**config.mk**
```make
export PLATFORM = sky130hd
export DESIGN_NAME = cram_burst_responder
export DESIGN_NICKNAME = d
export VERILOG_FILES = /design/src/rtl/cram_burst_responder_pkg.sv /design/src/rtl/cram_word_array.sv /design/src/rtl/cram_burst_responder.sv
export SDC_FILE = /design/constraint.sdc
export NUM_CORES = 2
export LEC_CHECK = 0
export CAP_MARGIN = 5
export CORE_UTILIZATION = 34
export CTS_BUF_LIST = sky130_fd_sc_hd__clkbuf_4 sky130_fd_sc_hd__clkbuf_8
export DETAILED_ROUTE_END_ITERATION = 8
export GPL_ROUTABILITY_DRIVEN = 0
export MAX_ROUTING_LAYER = met4
export PLACE_DENSITY = 0.54
export SETUP_SLACK_MARGIN = 0.05
export SLEW_MARGIN = 20
export SYNTH_ARGS = -nofsm -noshare
export SYNTH_HDL_FRONTEND = slang
export SYNTH_SLANG_ARGS = --single-unit
```
**constraint.sdc**
```tcl
create_clock -name Clk -period 3.7 [get_ports Clk]
set_clock_uncertainty 0.05 [all_clocks]
set_input_delay 0.74 -clock Clk [delete_from_list [all_inputs] [get_ports Clk]]
set_output_delay 0.74 -clock Clk [all_outputs]
set_load 0.05 [all_outputs]
```
**src/rtl/cram_burst_responder_pkg.sv**
```systemverilog
// Shared CellularRAM burst constants: BCR field positions, register selects, burst codes,
// responder states and small decode helpers.
package cram_burst_responder_pkg;

    localparam int unsigned BcrOpMode  = 15;
    localparam int unsigned BcrLatHi   = 13;
    localparam int unsigned BcrLatLo   = 11;
    localparam int unsigned BcrWaitPol = 10;
    localparam int unsigned BcrWaitCon = 8;
    localparam int unsigned BcrBurstW  = 3;
    localparam int unsigned BcrBurstHi = 2;

    localparam logic [1:0] SelBcr = 2'b10;
    localparam logic [1:0] SelRcr = 2'b00;

    localparam logic [2:0] Bl4    = 3'b001;
    localparam logic [2:0] Bl8    = 3'b010;
    localparam logic [2:0] Bl16   = 3'b011;
    localparam logic [2:0] BlCont = 3'b111;

    localparam logic [15:0] BcrRstDefault = 16'h9D1F;
    localparam logic [15:0] RcrRstDefault = 16'h0010;

    typedef enum logic [2:0] {
        StIdle  = 3'd0,
        StCfg   = 3'd1,
        StLat   = 3'd2,
        StRData = 3'd3,
        StWData = 3'd4,
        StDone  = 3'd5
    } cramStateT;

    // Reserved latency codes fall back to the reset latency of 3.
    function automatic logic [2:0] latCount(input logic [2:0] code);
        return (code >= 3'd2 && code <= 3'd6) ? code : 3'd3;
    endfunction

    // Burst length minus one; zero marks a continuous burst.
    function automatic logic [3:0] burstMask(input logic [2:0] code);
        case (code)
            Bl4:     return 4'd3;
            Bl8:     return 4'd7;
            Bl16:    return 4'd15;
            default: return 4'd0;
        endcase
    endfunction

endpackage

```
**src/rtl/cram_word_array.sv**
```systemverilog
// Single-port 16-bit word store with per-byte write enables and a registered read port.
module cram_word_array #(
    parameter int unsigned DEPTH_LOG2 = 8
) (
    input  logic                  Clk,
    input  logic [DEPTH_LOG2-1:0] addr,
    input  logic [1:0]            byteWe,
    input  logic [15:0]           wdata,
    output logic [15:0]           rdata
);

    logic [15:0] mem [0:(2**DEPTH_LOG2)-1];

    always_ff @(posedge Clk) begin
        if (byteWe[0]) mem[addr][7:0] <= wdata[7:0];
        if (byteWe[1]) mem[addr][15:8] <= wdata[15:8];
        rdata <= mem[addr];
    end

endmodule

```
**src/rtl/cram_burst_responder.sv**
```systemverilog
// CellularRAM synchronous-burst memory model: config register writes, latency-timed fixed and
// continuous bursts, WAIT generation and byte-masked writes into a small word array.
module cram_burst_responder
    import cram_burst_responder_pkg::*;
#(
    parameter int unsigned DEPTH_LOG2 = 8,
    parameter logic [15:0] BCR_RST    = BcrRstDefault,
    parameter logic [15:0] RCR_RST    = RcrRstDefault
) (
    input  logic        Clk,
    input  logic        Rst_n,
    input  logic        CeN,
    input  logic        AdvN,
    input  logic        WeN,
    input  logic        Cre,
    input  logic        LbN,
    input  logic        UbN,
    input  logic [19:0] MemAdr,
    input  logic [15:0] DataIn,
    output logic [15:0] DataOut,
    output logic        DataOe,
    output logic        Wait,
    output logic [15:0] BcrOut,
    output logic [15:0] RcrOut
);

    cramStateT             stateQ;
    logic [15:0]           bcrQ, rcrQ;
    logic [DEPTH_LOG2-1:0] addrQ;
    logic [2:0]            cycQ, lcQ;
    logic [3:0]            beatQ, maskQ;
    logic                  wrapQ, waitConQ, writeQ;

    logic                  accStart, cfgWrite, arrAccess, readBeat, writeBeat, lastBeat;
    logic [DEPTH_LOG2-1:0] addrInc, maskW, addrNext, arrAddr;
    logic [1:0]            byteWe;
    logic [15:0]           arrRdata;
    logic [2:0]            waitEnd;
    logic [1:0]            unusedAdr;

    assign accStart  = !CeN && !AdvN;
    assign cfgWrite  = accStart && Cre && !WeN;
    assign arrAccess = accStart && !Cre && !bcrQ[BcrOpMode];
    // A new access start outranks burst progression at the same edge.
    assign readBeat  = (stateQ == StRData) && !CeN && !accStart;
    assign writeBeat = (stateQ == StWData) && !CeN && !accStart;
    assign lastBeat  = (maskQ != 4'd0) && (beatQ == maskQ);

    assign addrInc  = addrQ + DEPTH_LOG2'(1);
    assign maskW    = DEPTH_LOG2'(maskQ);
    assign addrNext = wrapQ ? ((addrQ & ~maskW) | (addrInc & maskW)) : addrInc;
    assign waitEnd  = waitConQ ? (lcQ - 3'd1) : lcQ;
    assign byteWe   = writeBeat ? {~UbN, ~LbN} : 2'b00;

    assign BcrOut    = bcrQ;
    assign RcrOut    = rcrQ;
    assign unusedAdr = MemAdr[17:16];

    // Reads look one word ahead so the registered array output is ready at the emit edge.
    always_comb begin
        arrAddr = addrQ;
        if (writeBeat) begin
            arrAddr = addrQ;
        end else if (readBeat) begin
            arrAddr = addrNext;
        end else if (arrAccess) begin
            arrAddr = MemAdr[DEPTH_LOG2-1:0];
        end
    end

    cram_word_array #(
        .DEPTH_LOG2(DEPTH_LOG2)
    ) wordArray (
        .Clk   (Clk),
        .addr  (arrAddr),
        .byteWe(byteWe),
        .wdata (DataIn),
        .rdata (arrRdata)
    );

    always_ff @(posedge Clk or negedge Rst_n) begin
        if (!Rst_n) begin
            stateQ   <= StIdle;
            bcrQ     <= BCR_RST;
            rcrQ     <= RCR_RST;
            addrQ    <= '0;
            cycQ     <= 3'd0;
            lcQ      <= 3'd3;
            beatQ    <= 4'd0;
            maskQ    <= 4'd0;
            wrapQ    <= 1'b0;
            waitConQ <= 1'b0;
            writeQ   <= 1'b0;
            DataOut  <= 16'h0000;
            DataOe   <= 1'b0;
            Wait     <= 1'b0;
        end else begin
            DataOe <= 1'b0;
            Wait   <= ~bcrQ[BcrWaitPol];
            if (CeN) begin
                stateQ <= StIdle;
            end else if (accStart) begin
                stateQ <= StIdle;
                if (cfgWrite) begin
                    stateQ <= StCfg;
                    if (MemAdr[19:18] == SelBcr) begin
                        bcrQ <= MemAdr[15:0];
                    end else if (MemAdr[19:18] == SelRcr) begin
                        rcrQ <= MemAdr[15:0];
                    end
                end else if (arrAccess) begin
                    stateQ   <= StLat;
                    addrQ    <= MemAdr[DEPTH_LOG2-1:0];
                    cycQ     <= 3'd1;
                    beatQ    <= 4'd0;
                    lcQ      <= latCount(bcrQ[BcrLatHi:BcrLatLo]);
                    maskQ    <= burstMask(bcrQ[BcrBurstHi:0]);
                    wrapQ    <= !bcrQ[BcrBurstW] && (burstMask(bcrQ[BcrBurstHi:0]) != 4'd0);
                    waitConQ <= bcrQ[BcrWaitCon];
                    writeQ   <= !WeN;
                    Wait     <= bcrQ[BcrWaitPol];
                end
            end else begin
                if (cycQ != 3'd7) cycQ <= cycQ + 3'd1;
                case (stateQ)
                    StCfg: stateQ <= StIdle;
                    StLat: begin
                        if (cycQ < waitEnd) Wait <= bcrQ[BcrWaitPol];
                        // Writes take their first word one edge later than reads emit theirs.
                        if (writeQ && cycQ == lcQ) begin
                            stateQ <= StWData;
                        end else if (!writeQ && cycQ == lcQ - 3'd1) begin
                            stateQ <= StRData;
                        end
                    end
                    StRData, StWData: begin
                        if (stateQ == StRData) begin
                            DataOut <= arrRdata;
                            DataOe  <= 1'b1;
                        end
                        addrQ <= addrNext;
                        beatQ <= beatQ + 4'd1;
                        if (lastBeat) stateQ <= StDone;
                    end
                    default: ;
                endcase
            end
        end
    end

endmodule

```
==> results.env <==
RESULT_OF_THE_RUN='finished with violations'
VIOLATIONS='setup timing'
POWER.SEQUENTIAL.FRACTION=0.353
REGISTER_BIT_TOTAL_FROM_SYNTHESIS=4189
PORTBUFFERS=91
POSTSYNTHCELLCOUNT=12235
STATIC-LEAKAGE-POWER_nW=76.4
WORSTSKEWPAIRLATENCY_NS=1.33
POSTSYNTH.TOPFLOPCELL='edfxtp_1'
SYNTH.AREA.TOP_CELLS='edfxtp_1, nand2_1, nand3_1'
PWR-SHARE-CLK=0.269
SYNTH_CELL_TYPES=88
GLOBAL_ROUTE_WIRE_LENGTH_BEFORE_REPAIR_UM=870000
MAPPEDNETLISTNETS=12286
SLEW_HR=0.278
SYNTH_ASYNC_SR_FLOP_SHARE=0.0184
ROUTED_WIRELENGTH_UM=629000
SETUP.WORST_PATH.START_CLASS='flip-flop'
PIN_COUNT=94
YOSYSWARNINGS=0
H-TREE-DEPTH=6
DRV_CAP=0
GLOBAL_ROUTE.OVERFLOW_TOTAL=0
WORST-ENDPOINT-REQUIRED_NS=4.81
FINISH.UTILIZATION=0.446
SETUP_REPAIR_AFTER_GLOBAL_ROUTING_MISSED_ITS_MARGIN='yes'
TRITONCTS.NUM_BUFFERS=688
CORE_AREA_SQ_UM=487000
FINALSETUPVIOLCOUNT=282
CRITPATHMAXFANOUT=13
MINIMUM_CLOCK_PERIOD_AFTER_LAYOUT_NS=4.31
MAX-VDD-IR-DROP_mV=0.499
LAYOUT.CELLS.MOST_COMMON='edfxtp_1'
MAX-CLOCK-PATH-BUFFERS=4
LAYOUT_COMMON_CELLS='edfxtp_1, nand2_1, buf_4'
CRIT_PATH_END_KIND='flip-flop'
FIRSTDRTPASSITERS=8
SYNTH_LARGEST_AREA_CELL='edfxtp_1'
REPORTED_NET_SWITCHING_POWER_mW=55.4
CORE.ROWCOUNT=256
DRIVE_GT1_FRAC=0.281
CTS_NUM_SINKS=4189
SYNTH_EDF_COUNT=4096
TIMING.FINAL.WS_SETUP_NS=-0.613
DESIGN_POWER_TOTAL_mW=150
R2R_START='BcrOut[15]'
PLACEMENT.CELL_AREA_SQ_UM=197000
CPPEAKSTAGEDELAY_NS=0.59
POSTSYNTHAREAPERCELL_SQ_UM=13.6
CRITPATHKIND='reg2reg'
REG2REG_PATH_DEPTH=16
WORSTPATHARRIVAL_NS=5.43
ROUTEDWLPERCELL_UM=29.1
CLK_PIN_SLEW_NS=0.06
POWER.INTERNAL_mW=94.6
TIMING_WORST_SLEW_PIN_VALUE_NS=1.07
POST_SYNTH_INSTANCE_AREA_SQ_UM=167000
NNETSFINAL=14610
FINAL_MIN_PERIOD_OVER_CLOCK_PERIOD=1.17
SEQUENTIAL_CELL_AREA_SQ_UM=125000
MIN-DELAY-PATH-CLASS='in2async'
POWER.DENSITY_CELL_AREA_nW_PER_UM2=690
REGTOREGSETUPSLACK_NS=-0.61
MAX_CLOCK_FREQ_GHz=0.232
TIMING.FINAL.HOLD_VIOLATIONS=0
TOTAL_GLOBAL_ROUTE_TRACK_USAGE=0.254
LAYOUT.FILLER_CELLS=43407
SYNTH_TOP_AREA_FRAC=0.737
GRT_PASS1_VIAS=110944
LAYOUT-AREA-OVERHEAD-VS-SYNTH_PCT=30.4
POST-ROUTE-CELL-AREA_SQ_UM=217000
GRT_ANTENNA_BEFORE_REPAIR=42
WORSTREG2REGEND='wordArray.rdata[3]'
PLACED_WIRE_LENGTH_ESTIMATE_AFTER_DETAILED_PLACEMENT_UM=419000
CTS_TREE='yes'
GRT_MAX_DEGREE=137
CRIT_PATH_BUFFERS_INVERTERS=7
DRC_ERRORS=0
PATH_COMMON_CELL='buf_4'
STDCELL_COUNT=21597
POWER.COMBINATIONAL.FRACTION=0.378
PLACE_INST=20011
DETAIL_ROUTE.ITER0.VIOLATIONS=15597
MULTI_INPUT_AREA_SQ_UM=42300
CLOCK-ROOT-BUFFER='clkbuf_8'
NUM_VIAS=118329
CP_CELL_SEQUENCE='or4_4 -> buf_8 -> nor2_4 -> a311oi_4 -> buf_12 -> nor2_4 -> buf_12 -> buf_6 -> buf_4 -> a32oi_1 -> a31oi_1 -> nand4_1 -> buf_4 -> a2111oi_4 -> buf_4 -> nand3_2'
DRTANTENNAVIOLNETS=0
SW_FRAC_OF_TOTAL=0.369
SLOWEST_STAGE='or4_4'
INITIAL_CORE_UTIL=0.342
FP.DIEW_UM=702
DETAIL_ROUTE.VIAS_PER_CELL=5.48
AREA_ENCLOSED_BY_THE_DIE_BOUNDARY_SQ_UM=493000
FINAL-MAX-SLEW-VIOLATION-COUNT=0
TIMING.SETUP.TNS_NS=-18.69
DIE_HEIGHT_UM=702
SYNTH-SEQ-AREA-SHARE=0.751
CRITPATHTOPFAMILY='buffers and inverters'
-- worst max path at each step --
stage	cells after the start	from	slack [ns]	end
after floorplan	13	CeN	-0.16	wordArray.mem[190][0]
after global placement	15	AdvN	-2.23	wordArray.rdata[10]
after detailed placement	17	CeN	-2.11	wordArray.rdata[7]
after CTS	16	addrQ[1]	-0.60	wordArray.rdata[3]
after global routing	17	BcrOut[15]	-0.70	wordArray.rdata[3]
final	16	BcrOut[15]	-0.61	wordArray.rdata[3]
-- power by group through the flow --
stage	logic [mW]	clock network, mW	registers [mW]
floorplan	21.9	0	54.1
CTS	54.0	40.8	52.9
finish	56.8	40.4	52.9
global route	58.6	42.8	52.9
global placement	50.4	0	53.9
detailed placement	50.4	0	53.9
-- per-layer routing --
layer / track usage / vias up / share of wire
met5: - / - / 0
li1: - / 50602 / -
met4: 0.0917 / 0 / 0.041
met3: 0.0486 / 1133 / 0.10
met1: 0.349 / 59863 / 0.41
met2: 0.376 / 6731 / 0.45
-- worst reg2reg max path: stages (launching register included) --
cell	delay (ns)
dfstp_2	0.39
or4_4	0.59
buf_8	0.17
nor2_4	0.14
a311oi_4	0.09
buf_12	0.20
nor2_4	0.21
buf_12	0.19
buf_6	0.24
buf_4	0.24
a32oi_1	0.14
a31oi_1	0.24
nand4_1	0.43
buf_4	0.32
a2111oi_4	0.34
buf_4	0.16
nand3_2	0.05
-- through the flow --
stage               hold WS, ns  setup slack (ns)
finish                   0.0220            -0.613
global placement          0.414             -2.23
detailed placement        0.415             -2.11
floorplan                 0.348            -0.165
CTS                     0.00180            -0.596
global route             0.0381            -0.705
-- layout make-up --
type                    instances  share of cell area
clock buffers                 957              0.0533
well taps                    6450              0.0371
repair buffers               2465               0.130
clock inverters               284             0.00818
multi-input cells            7187               0.195
inverters                      28            0.000495
flip-flops and latches       4189               0.576
diodes                         37            0.000426
-- state kept, by name (all words and copies together) (netlist names), 3 cells and up --
register         cells
BcrOut              16
DataOut             16
RcrOut              16
addrQ                8
beatQ                4
cycQ                 3
lcQ                  3
maskQ                3
stateQ               3
wordArray.mem     4096
wordArray.rdata     16
-- timing repair --
item	in CTS	in global routing
setup endpoints to repair	3925	2774
resized for setup	382	324
hold endpoints to repair	587	0
cloned	17	9
setup buffers	158	119
pin swaps	134	126
hold buffers	19	0
-- synth_stat cells, types with 84 or more instances --
master / count
mux2i_1: 414
a31oi_1: 168
nand4_1: 188
nand2_1: 3224
a21oi_1: 320
nand3_1: 1195
and3_1: 108
buf_1: 112
clkbuf_1: 193
nor2_1: 576
a32oi_1: 221
edfxtp_1: 4096
buf_2: 495
a22oi_1: 84
-- cell families after synthesis --
group           count (synthesis)  share of synthesized area
simple gates                 5449                      0.139
flops                        4189                      0.751
compound gates               1225                     0.0519
buf+inv                       859                     0.0241
mux                           495                     0.0331
xor+xnor                       11                   0.000578
fa+ha+maj                       7                   0.000525
(Power assumes the default switching activity.)
